--- src/rtl/fb_pkg.sv ---
// Shared constants and types for the framebuffer write scheduler.
package fb_pkg;

  localparam int FB_WIDTH  = 640;
  localparam int FB_HEIGHT = 480;
  localparam int CW        = 11;
  localparam int OOB_W     = 16;

  typedef logic [CW-1:0] coord_t;

  typedef enum logic {
    ARB   = 1'b0,
    CLEAR = 1'b1
  } fb_sched_state_e;

endpackage

--- src/rtl/fb_write_scheduler_if.sv ---
// Requester, clear-control and framebuffer write-port signals of the scheduler.
interface fb_write_scheduler_if #(
  parameter int OOB_W = fb_pkg::OOB_W
);
  import fb_pkg::*;

  logic             req0_valid;
  coord_t           req0_x;
  coord_t           req0_y;
  logic             req0_color;
  logic             req0_ready;

  logic             req1_valid;
  coord_t           req1_x;
  coord_t           req1_y;
  logic             req1_color;
  logic             req1_ready;

  logic             clear_start;
  logic             clear_color;
  logic             clear_busy;
  logic             clear_done;

  coord_t           fb_x;
  coord_t           fb_y;
  logic             fb_color;
  logic             fb_write;
  logic [OOB_W-1:0] oob_count;

  modport master (
    output req0_valid, req0_x, req0_y, req0_color,
    output req1_valid, req1_x, req1_y, req1_color,
    output clear_start, clear_color,
    input  req0_ready, req1_ready, clear_busy, clear_done,
    input  fb_x, fb_y, fb_color, fb_write, oob_count
  );

  modport slave (
    input  req0_valid, req0_x, req0_y, req0_color,
    input  req1_valid, req1_x, req1_y, req1_color,
    input  clear_start, clear_color,
    output req0_ready, req1_ready, clear_busy, clear_done,
    output fb_x, fb_y, fb_color, fb_write, oob_count
  );

endinterface

--- src/rtl/fb_clear_scan.sv ---
// Raster x/y counter for the full-screen clear. The counters hold the pixel
// currently on the framebuffer port; nxt_x/nxt_y is the pixel to issue next.
module fb_clear_scan
  import fb_pkg::*;
#(
  parameter int FB_WIDTH  = fb_pkg::FB_WIDTH,
  parameter int FB_HEIGHT = fb_pkg::FB_HEIGHT
) (
  input  logic   clk50,
  input  logic   reset,
  input  logic   start,
  input  logic   step,
  output coord_t nxt_x,
  output coord_t nxt_y,
  output logic   last,
  output logic   done
);

  localparam coord_t X_MAX = coord_t'(FB_WIDTH - 1);
  localparam coord_t Y_MAX = coord_t'(FB_HEIGHT - 1);

  coord_t x;
  coord_t y;
  logic   x_wrap;

  assign x_wrap = (x == X_MAX);
  assign last   = x_wrap && (y == Y_MAX);

  // Next raster position; stepping past the last pixel folds back to the origin.
  always_comb begin
    nxt_x = x_wrap ? '0 : x + 1'b1;
    nxt_y = y;
    if (last) begin
      nxt_y = '0;
    end else if (x_wrap) begin
      nxt_y = y + 1'b1;
    end
  end

  // Counter register plus the one-cycle done pulse after the last pixel.
  always_ff @(posedge clk50 or posedge reset) begin
    if (reset) begin
      x    <= '0;
      y    <= '0;
      done <= 1'b0;
    end else begin
      done <= step && last;
      if (start) begin
        x <= '0;
        y <= '0;
      end else if (step) begin
        x <= nxt_x;
        y <= nxt_y;
      end
    end
  end

endmodule

--- src/rtl/fb_write_scheduler.sv ---
// Owns the framebuffer write port: round-robin between two pixel requesters,
// drops out-of-range beats, and runs a full-screen clear when asked.
//
//   state | meaning
//   ARB   | serve requesters; clear_start launches a clear
//   CLEAR | one clear pixel on the port every cycle, requesters held off
module fb_write_scheduler
  import fb_pkg::*;
#(
  parameter int FB_WIDTH  = fb_pkg::FB_WIDTH,
  parameter int FB_HEIGHT = fb_pkg::FB_HEIGHT,
  parameter int OOB_W     = fb_pkg::OOB_W
) (
  input logic                 clk50,
  input logic                 reset,
  fb_write_scheduler_if.slave bus
);

  fb_sched_state_e  state;
  fb_sched_state_e  state_nxt;
  logic             rr_fav1;
  logic             grant0, grant1;
  logic             ready0, ready1;
  logic             xfer0, xfer1, xfer;
  coord_t           sel_x, sel_y;
  logic             sel_color;
  logic             in_range;
  logic             scan_start, scan_step, scan_last, scan_done;
  coord_t           scan_nxt_x, scan_nxt_y;
  logic             clr_color_q;
  coord_t           fb_x_q, fb_y_q;
  logic             fb_color_q, fb_write_q;
  logic [OOB_W-1:0] oob_q;

  // rr_fav1 names the requester that wins a tie: the one not granted last.
  assign grant0 = bus.req0_valid && (!bus.req1_valid || !rr_fav1);
  assign grant1 = bus.req1_valid && (!bus.req0_valid ||  rr_fav1);

  assign xfer0     = ready0 && bus.req0_valid;
  assign xfer1     = ready1 && bus.req1_valid;
  assign xfer      = xfer0 || xfer1;
  assign sel_x     = xfer1 ? bus.req1_x     : bus.req0_x;
  assign sel_y     = xfer1 ? bus.req1_y     : bus.req0_y;
  assign sel_color = xfer1 ? bus.req1_color : bus.req0_color;
  assign in_range  = (sel_x < coord_t'(FB_WIDTH)) && (sel_y < coord_t'(FB_HEIGHT));

  fb_clear_scan #(
    .FB_WIDTH (FB_WIDTH),
    .FB_HEIGHT(FB_HEIGHT)
  ) u_scan (
    .clk50(clk50),
    .reset(reset),
    .start(scan_start),
    .step (scan_step),
    .nxt_x(scan_nxt_x),
    .nxt_y(scan_nxt_y),
    .last (scan_last),
    .done (scan_done)
  );

  // State register.
  always_ff @(posedge clk50 or posedge reset) begin
    if (reset) state <= ARB;
    else       state <= state_nxt;
  end

  // Next state and grants; a clear request outranks both requesters.
  always_comb begin
    state_nxt  = state;
    ready0     = 1'b0;
    ready1     = 1'b0;
    scan_start = 1'b0;
    scan_step  = 1'b0;
    case (state)
      ARB: begin
        if (bus.clear_start) begin
          state_nxt  = CLEAR;
          scan_start = 1'b1;
        end else begin
          ready0 = grant0;
          ready1 = grant1;
        end
      end
      CLEAR: begin
        scan_step = 1'b1;
        if (scan_last) state_nxt = ARB;
      end
      default: state_nxt = ARB;
    endcase
  end

  // Round-robin pointer moves only when a beat actually transfers.
  always_ff @(posedge clk50 or posedge reset) begin
    if (reset)      rr_fav1 <= 1'b0;
    else if (xfer0) rr_fav1 <= 1'b1;
    else if (xfer1) rr_fav1 <= 1'b0;
  end

  // Framebuffer port register: pixel 0 of a clear loads with the start, so the
  // port is busy exactly while the FSM sits in CLEAR.
  always_ff @(posedge clk50 or posedge reset) begin
    if (reset) begin
      fb_x_q      <= '0;
      fb_y_q      <= '0;
      fb_color_q  <= 1'b0;
      fb_write_q  <= 1'b0;
      clr_color_q <= 1'b0;
    end else begin
      fb_write_q <= 1'b0;
      if (scan_start) begin
        fb_x_q      <= '0;
        fb_y_q      <= '0;
        fb_color_q  <= bus.clear_color;
        fb_write_q  <= 1'b1;
        clr_color_q <= bus.clear_color;
      end else if (scan_step && !scan_last) begin
        fb_x_q     <= scan_nxt_x;
        fb_y_q     <= scan_nxt_y;
        fb_color_q <= clr_color_q;
        fb_write_q <= 1'b1;
      end else if (xfer && in_range) begin
        fb_x_q     <= sel_x;
        fb_y_q     <= sel_y;
        fb_color_q <= sel_color;
        fb_write_q <= 1'b1;
      end
    end
  end

  // Saturating count of accepted-but-dropped out-of-range beats.
  always_ff @(posedge clk50 or posedge reset) begin
    if (reset)                                   oob_q <= '0;
    else if (xfer && !in_range && (oob_q != '1)) oob_q <= oob_q + 1'b1;
  end

  // Readies are forced low while reset is held so every output reads 0.
  assign bus.req0_ready = ready0 && !reset;
  assign bus.req1_ready = ready1 && !reset;
  assign bus.clear_busy = (state == CLEAR);
  assign bus.clear_done = scan_done;
  assign bus.fb_x       = fb_x_q;
  assign bus.fb_y       = fb_y_q;
  assign bus.fb_color   = fb_color_q;
  assign bus.fb_write   = fb_write_q;
  assign bus.oob_count  = oob_q;

endmodule

--- src/flat_wrapper.sv ---
// flat-port wrapper written by rule: the top's interface ports become plain ports
module fb_write_scheduler_flat import fb_pkg::*;
#(
  parameter int FB_WIDTH  = fb_pkg::FB_WIDTH,
  parameter int FB_HEIGHT = fb_pkg::FB_HEIGHT,
  parameter int OOB_W     = fb_pkg::OOB_W
)
  (clk50, reset, bus_req0_valid, bus_req0_x, bus_req0_y, bus_req0_color, bus_req1_valid, bus_req1_x, bus_req1_y, bus_req1_color, bus_clear_start, bus_clear_color, bus_req0_ready, bus_req1_ready, bus_clear_busy, bus_clear_done, bus_fb_x, bus_fb_y, bus_fb_color, bus_fb_write, bus_oob_count);
  fb_write_scheduler_if #(.OOB_W(OOB_W)) bus_i ();
  input logic clk50;
  input logic reset;
  input wire logic [$bits(bus_i.req0_valid)-1:0] bus_req0_valid;
  input wire logic [$bits(bus_i.req0_x)-1:0] bus_req0_x;
  input wire logic [$bits(bus_i.req0_y)-1:0] bus_req0_y;
  input wire logic [$bits(bus_i.req0_color)-1:0] bus_req0_color;
  input wire logic [$bits(bus_i.req1_valid)-1:0] bus_req1_valid;
  input wire logic [$bits(bus_i.req1_x)-1:0] bus_req1_x;
  input wire logic [$bits(bus_i.req1_y)-1:0] bus_req1_y;
  input wire logic [$bits(bus_i.req1_color)-1:0] bus_req1_color;
  input wire logic [$bits(bus_i.clear_start)-1:0] bus_clear_start;
  input wire logic [$bits(bus_i.clear_color)-1:0] bus_clear_color;
  output wire logic [$bits(bus_i.req0_ready)-1:0] bus_req0_ready;
  output wire logic [$bits(bus_i.req1_ready)-1:0] bus_req1_ready;
  output wire logic [$bits(bus_i.clear_busy)-1:0] bus_clear_busy;
  output wire logic [$bits(bus_i.clear_done)-1:0] bus_clear_done;
  output wire logic [$bits(bus_i.fb_x)-1:0] bus_fb_x;
  output wire logic [$bits(bus_i.fb_y)-1:0] bus_fb_y;
  output wire logic [$bits(bus_i.fb_color)-1:0] bus_fb_color;
  output wire logic [$bits(bus_i.fb_write)-1:0] bus_fb_write;
  output wire logic [$bits(bus_i.oob_count)-1:0] bus_oob_count;
  assign bus_i.req0_valid = bus_req0_valid;
  assign bus_i.req0_x = bus_req0_x;
  assign bus_i.req0_y = bus_req0_y;
  assign bus_i.req0_color = bus_req0_color;
  assign bus_i.req1_valid = bus_req1_valid;
  assign bus_i.req1_x = bus_req1_x;
  assign bus_i.req1_y = bus_req1_y;
  assign bus_i.req1_color = bus_req1_color;
  assign bus_i.clear_start = bus_clear_start;
  assign bus_i.clear_color = bus_clear_color;
  assign bus_req0_ready = bus_i.req0_ready;
  assign bus_req1_ready = bus_i.req1_ready;
  assign bus_clear_busy = bus_i.clear_busy;
  assign bus_clear_done = bus_i.clear_done;
  assign bus_fb_x = bus_i.fb_x;
  assign bus_fb_y = bus_i.fb_y;
  assign bus_fb_color = bus_i.fb_color;
  assign bus_fb_write = bus_i.fb_write;
  assign bus_oob_count = bus_i.oob_count;
  fb_write_scheduler #(.FB_WIDTH(FB_WIDTH), .FB_HEIGHT(FB_HEIGHT), .OOB_W(OOB_W)) u_core (.clk50(clk50), .reset(reset), .bus(bus_i));
endmodule
--- config.mk ---
export PLATFORM = sky130hd
export DESIGN_NAME = fb_write_scheduler_flat
export DESIGN_NICKNAME = d
export VERILOG_FILES = /design/src/rtl/fb_pkg.sv /design/src/rtl/fb_write_scheduler_if.sv /design/src/rtl/fb_clear_scan.sv /design/src/rtl/fb_write_scheduler.sv /design/src/flat_wrapper.sv
export SDC_FILE = /design/constraint.sdc
export NUM_CORES = 1
export LEC_CHECK = 0
export ABC_AREA = 1
export CAP_MARGIN = 5
export CORE_ASPECT_RATIO = 0.7
export CORE_MARGIN = 8
export CORE_UTILIZATION = 35
export CTS_CLUSTER_SIZE = 12
export DETAILED_ROUTE_END_ITERATION = 6
export GPL_ROUTABILITY_DRIVEN = 0
export SYNTH_ARGS = -nofsm -noshare
export SYNTH_HDL_FRONTEND = slang
export SYNTH_HIERARCHICAL = 1
export SYNTH_SLANG_ARGS = --single-unit
--- constraint.sdc ---
create_clock -name clk50 -period 3.2 [get_ports clk50]
set_input_delay 0.32 -clock clk50 [delete_from_list [all_inputs] [get_ports clk50]]
set_output_delay 0.32 -clock clk50 [all_outputs]
set_load 0.005 [all_outputs]
# Word-level counts from Yosys, hierarchy flattened
# Index checks and enable logic that the tools add are counted.
# op_classes
add_sub_neg	3
magnitude_cmp	2
n_eq_ne	3
mux	33
n_bitwise	1
reduce_logical	25
# ops
cell	n
$mux 11	15
$add 11x1->11 const B	2
$mux 1	17
$add 16x1->16 const B	1
$ne 16x16->1 const B	1
$logic_and 1x1->1	13
$eq 11x10->1 const B	1
$eq 11x9->1 const B	1
$lt 11x10->1 const B	1
$lt 11x9->1 const B	1
$logic_not 1->1	6
$reduce_bool 2->1	2
$logic_or 1x1->1	3
$reduce_bool 3->1	1
$pmux 1 s2	1
$not 1->1	1
# word_totals
ff_bits	66
out_inout_bits	44
elab_cells	78

# Depth between registers and ports, before layout
# depth
depth_word	13
mapped_depth	15
depth_no_buf	14

# Modules after synthesis
# Netlist, hierarchy kept.
# modules_own_cells
module	instances	cells_each	area_per_inst_um2	seq_area_each_um2
fb_write_scheduler	1	366	2698.8	1076.0
fb_clear_scan	1	259	1735.4	575.6

# Worst setup path before layout
# Ideal clock, no wire load.
# synth_timing
kind	register to register
from	register u_core.u_scan.x[0]
to	register u_core.fb_color_q, in the netlist u_core/bus.fb_color
setup_ns	0.066
arrival_time_ns	2.149
t_required_ns	3.134
path_slack_ns	0.985
path_stages_with_launch	15
n_path_buf	1
period_less_slack_ns	2.215
path_cell_list	dfrtp_1 -> ha_1 -> nand3_2 -> nor2_4 -> nand2_4 -> nor2_4 -> nand2_1 -> nor2_1 -> nor2_2 -> inv_1 -> nand2_1 -> inv_1 -> clkbuf_1 -> nand3_1 -> nand2_1
# synth_between
elab_chain_len	6
# synth_rtl
element	line_no	text
from (decl)	fb_clear_scan.sv:22	coord_t x;
from (signal assigned)	fb_clear_scan.sv:52	x <= nxt_x;
$eq 11x10->1 (*)	fb_clear_scan.sv:26	assign x_wrap = (x == X_MAX);
$logic_and 1x1->1 (*)	fb_clear_scan.sv:27	assign last = x_wrap && (y == Y_MAX);
via u_core.scan_last	fb_write_scheduler.sv:28	logic scan_start, scan_step, scan_last, scan_done;
$logic_not 1->1 (*)	fb_write_scheduler.sv:116	end else if (scan_step && !scan_last) begin
$logic_and 1x1->1 (*)	fb_write_scheduler.sv:116	
$mux 1	fb_write_scheduler.sv:116	
$mux 1	fb_write_scheduler.sv:110	if (scan_start) begin
to (signal assigned)	fb_write_scheduler.sv:113	fb_color_q <= bus.clear_color;
to (signal assigned)	fb_write_scheduler.sv:119	fb_color_q <= clr_color_q;
to (signal assigned)	fb_write_scheduler.sv:124	fb_color_q <= sel_color;
to (decl)	fb_write_scheduler.sv:32	logic fb_color_q, fb_write_q;
# Mark *: on every way through the listed nets, which the timed path passes. The rest lies on a longest branch.
# A chain may end at the register's enable or synchronous reset.

# Worst setup path after layout
# layout_timing
from	register u_core.u_scan.x[0]
to	register u_core.fb_y_q[6], in the netlist u_core/bus.fb_y[6]
# layout_between
elab_chain_len	6
# layout_rtl
element	line_no	text
$eq 11x10->1 (*)	fb_clear_scan.sv:26	
$logic_and 1x1->1 (*)	fb_clear_scan.sv:27	
via u_core.scan_last	fb_write_scheduler.sv:28	
$logic_not 1->1	fb_write_scheduler.sv:116	
$logic_and 1x1->1	fb_write_scheduler.sv:116	
$mux 11	fb_write_scheduler.sv:116	
$mux 11	fb_write_scheduler.sv:110	
to (signal assigned)	fb_write_scheduler.sv:118	fb_y_q <= scan_nxt_y;
to (signal assigned)	fb_write_scheduler.sv:123	fb_y_q <= sel_y;
to (decl)	fb_write_scheduler.sv:31	coord_t fb_x_q, fb_y_q;
# Marks and branches as above.

==> key figures <==
Status
  – Outcome: finished clean

STA
  – Slew headroom: 33.7%
  – Period Utilization, post-route: 88.5%
  – Slew @ Worst Pin: 0.993 ns
  – Count of final setup violators: 0
  – Slew Limit Fails: 0
  – Final Skew: 0.00720 ns
  – Final Critical Period: 2.83 ns
  – Fmax: 353 MHz
  – RSZ-0062 raised after global routing: false
  – Fin. Hold Viols: 0
  – Post-route setup TNS: 0 ns

Logic synthesis
  – Distinct cells, synth: 43
  – Post-synthesis register bit count: 66
  – Post-synthesis instance total: 625
  – Syn avg cell area: 7.09 um2
  – Post-Syn Nets: 680
  – Synth warn: 6
  – Post-synth design cell area: 4430 um2
  – Register area share after synthesis: 37.2%

Floorplan
  – Io pins: 96
  – Rows: 34
  – DIE WIDTH: 151 um
  – Die area: 16600 um2
  – Initial core utilization: 35.8%
  – Core area: 12400 um2
  – Die height: 110 um

Detailed routing
  – Antenna viol nets, final: 0
  – Drt total wl: 14100 um
  – Drt drc: 0
  – DR vias/cell: 5.02
  – Initial DRC count: 320
  – Wire length per cell: 15.9 um
  – 1st-pass router iterations: 5
  – Via count: 4455

Setup path
  – Worst setup SP type: flip-flop
  – RR Startpoint: u_core/u_scan/x[0]
  – R2r setup slk: 0.37 ns
  – Worst EP required: 3.46 ns
  – End of the worst register-to-register path: u_core/bus.fb_y[6]
  – Crit end category: flip-flop
  – WS Path Type: flip-flop to flip-flop
  – Critical Path End: u_core/bus.fb_y[6]
  – Worst Path Arrival: 3.09 ns
  – Reg2Reg Depth: 14
  – CP Launch Point: u_core/u_scan/x[0]
  – Crit path max fanout: 21

Clocking
  – Postcts setup bufs: 0
  – Worst-Skew Late Latency: 0.33 ns
  – Num CTS Buffers: 9
  – CTS tree: built
  – Post-CTS Hold Buffers: 0
  – Clock root cell: clkbuf_16
  – Post-CTS Resized: 0
  – CTS Buffer Depth: 2
  – Clock slew at reported path FFs: 0.06 ns
  – CTS Sinks: 66
  – H-tree Lvls: 3

Pwr
  – PwrDens: 364 nW/um2
  – Worst vdd ir: 203 uV
  – P_leak: 3.04 nW

Flow run
  – MaxCap Viol Count: 0

GRT
  – Remaining Overflow, GRT: 0
  – Vias in the first global route: 4325
  – Total GRT Usage: 17.6%
  – Antenna violations before repair: 0
  – Pin count of the biggest net entering global routing: 35
  – First-pass GRT wire length: 22900 um

Place
  – Cells after DPL: 871
  – Placed Area: 5520 um2
  – DP HPWL: 10700 um
  – I/O Buffers: 95

Final layout
  – Layout cell share with drive strength beyond 1: 7.86%
  – Non-filler cells, final: 887
  – Antenna Cells: 0
  – Layout Cell Area excl Fill: 5880 um2
  – Area Growth Syn to Fin: 32.5%
  – Final net count: 775

Hold path
  – Worst Hold Class: primary input to async pin
-- sequential cells by signal (all words and copies together) (netlist names) --
register               flops
u_core/bus.clear_busy      1
u_core/bus.fb_color        1
u_core/bus.fb_write        1
u_core/bus.fb_x           11
u_core/bus.fb_y           11
u_core/bus.oob_count      16
u_core/clr_color_q         1
u_core/rr_fav1             1
u_core/u_scan/done         1
u_core/u_scan/x           11
u_core/u_scan/y           11
-- per-layer routing --
layer | GRT usage [%] | part of all wire, %
met5 | 0 | 0
met1 | 25.3 | 49
met3 | 5.06 | 8.6
met2 | 25.6 | 41
met4 | 3.62 | 0.84
-- cells by family (layout without fill, tap and decap cells) --
group                    count (synthesis)  in the layout  synth area share, %
multiplexers                            12             12                 2.71
AO/OA/AOI/OAI                           47             47                 6.21
AND/OR/NAND/NOR                        387            387                 40.4
buffers and inverters                   93            193                 9.23
adder cells (fa/ha/maj)                  3              3                0.847
XOR/XNOR                                17             17                 3.36
flip-flops                              66             66                 37.2
-- placed cells by master (no fill, tap or decap), drive strengths merged --
master	instances
o21bai	1
nor3	4
a21oi	4
nand4	8
inv	74
o21ai	29
o221ai	1
nand2	242
and3	1
or2	1
nand3	77
nand3b	5
o211ai	6
a22o	1
nor3b	2
xnor2	8
mux2i	12
ha	3
and2	5
clkdlybuf4s50	95
bufinv	3
buf	8
dfrtp	66
nor2	41
o22ai	4
clkbuf	11
clkinv	2
nor4	1
o31ai	1
xor2	9
-- worst min-delay path by stage --
stage | from | slack, ns | depth (start not counted) | endpoint
floorplan | reset | 0.32 | 1 | u_core/u_scan/done
global placement | u_core/bus.fb_y[9] | 0.50 | 2 | u_core/bus.fb_y[9]
detailed placement | u_core/bus.fb_x[6] | 0.50 | 2 | u_core/bus.fb_x[6]
CTS | reset | 0.36 | 2 | u_core/bus.oob_count[1]
global route | reset | 0.40 | 2 | u_core/bus.oob_count[1]
finish | reset | 0.37 | 2 | u_core/bus.oob_count[2]
-- metrics by stage --
step	util, %	hold WS [ns]	power [W]	worst slack [ns]
2_1_floorplan	-	0.322	0.000888	0.985
3_3_place_gp	44.6	0.497	0.000967	0.339
3_5_place_dp	44.6	0.502	0.000968	0.339
4_1_cts	47.5	0.361	0.00216	0.393
5_1_grt	47.5	0.400	0.00222	0.107
6_report	47.5	0.367	0.00214	0.368
-- worst max-delay path, stage by stage (launching register included) --
cell,delay (ns)
dfrtp_1,0.41
ha_1,0.24
nand3_2,0.14
nor2_4,0.08
nand2_4,0.08
nor2_4,0.04
nand2_1,0.11
nor2_1,0.07
nor2_2,0.53
inv_1,0.26
nand2_1,0.14
inv_1,0.11
nand2_2,0.34
nand2_1,0.12
nand2_1,0.09
-- cells in the mapped netlist --
cell type	count	area share, %
xnor2_1	8	1.6
clkbuf_1	6	0.51
inv_2	2	0.17
buf_2	3	0.34
o31ai_1	1	0.17
nand2_2	9	1.3
nand3_4	2	0.79
nor3b_1	2	0.34
nand2_1	232	20
nor3_2	1	0.23
a21oi_1	4	0.45
mux2i_1	12	2.7
or2_2	1	0.14
o21bai_1	1	0.17
o21ai_0	23	2.6
nand3b_4	1	0.45
and2_1	5	0.71
nor3_1	3	0.34
o22ai_1	4	0.56
nand4_4	1	0.48
ha_1	3	0.85
nor2_2	2	0.28
inv_1	71	6.0
nand3_1	70	7.9
dfrtp_1	66	37
buf_4	5	0.85
nor2_4	5	1.3
nand3b_1	4	0.68
nand2_4	1	0.25
o21ai_1	4	0.45
xor2_1	9	1.8
nor4_1	1	0.14
o221ai_1	1	0.20
o21ai_2	2	0.40
and3_1	1	0.14
buf_6	5	1.3
nand3_2	5	1.1
clkinv_1	1	0.085
nor2_8	1	0.45
nor2_1	33	2.8
o211ai_1	6	1.0
nand4_1	7	0.99
a22o_1	1	0.20
-- cell type report --
type | count | area (um2)
multi-input cells | 466 | 2370
clock buffers | 11 | 253
well taps | 162 | 203
inverters | 74 | 278
fillers | 1199 | 6500
clock inverters | 5 | 108
flip-flops and latches | 66 | 1650
repair buffers | 103 | 1010
-- power breakdown --
group	switching (W)	internal, W	total [W]	leakage [nW]
logic	0.0000506	0.0000654	0.000116	2.00
clock network	0.000375	0.000809	0.00118	0.177
registers	0.000000376	0.000835	0.000836	0.857
total	0.000426	0.00171	0.00214	3.04
Power figures use the tool's default switching activity.
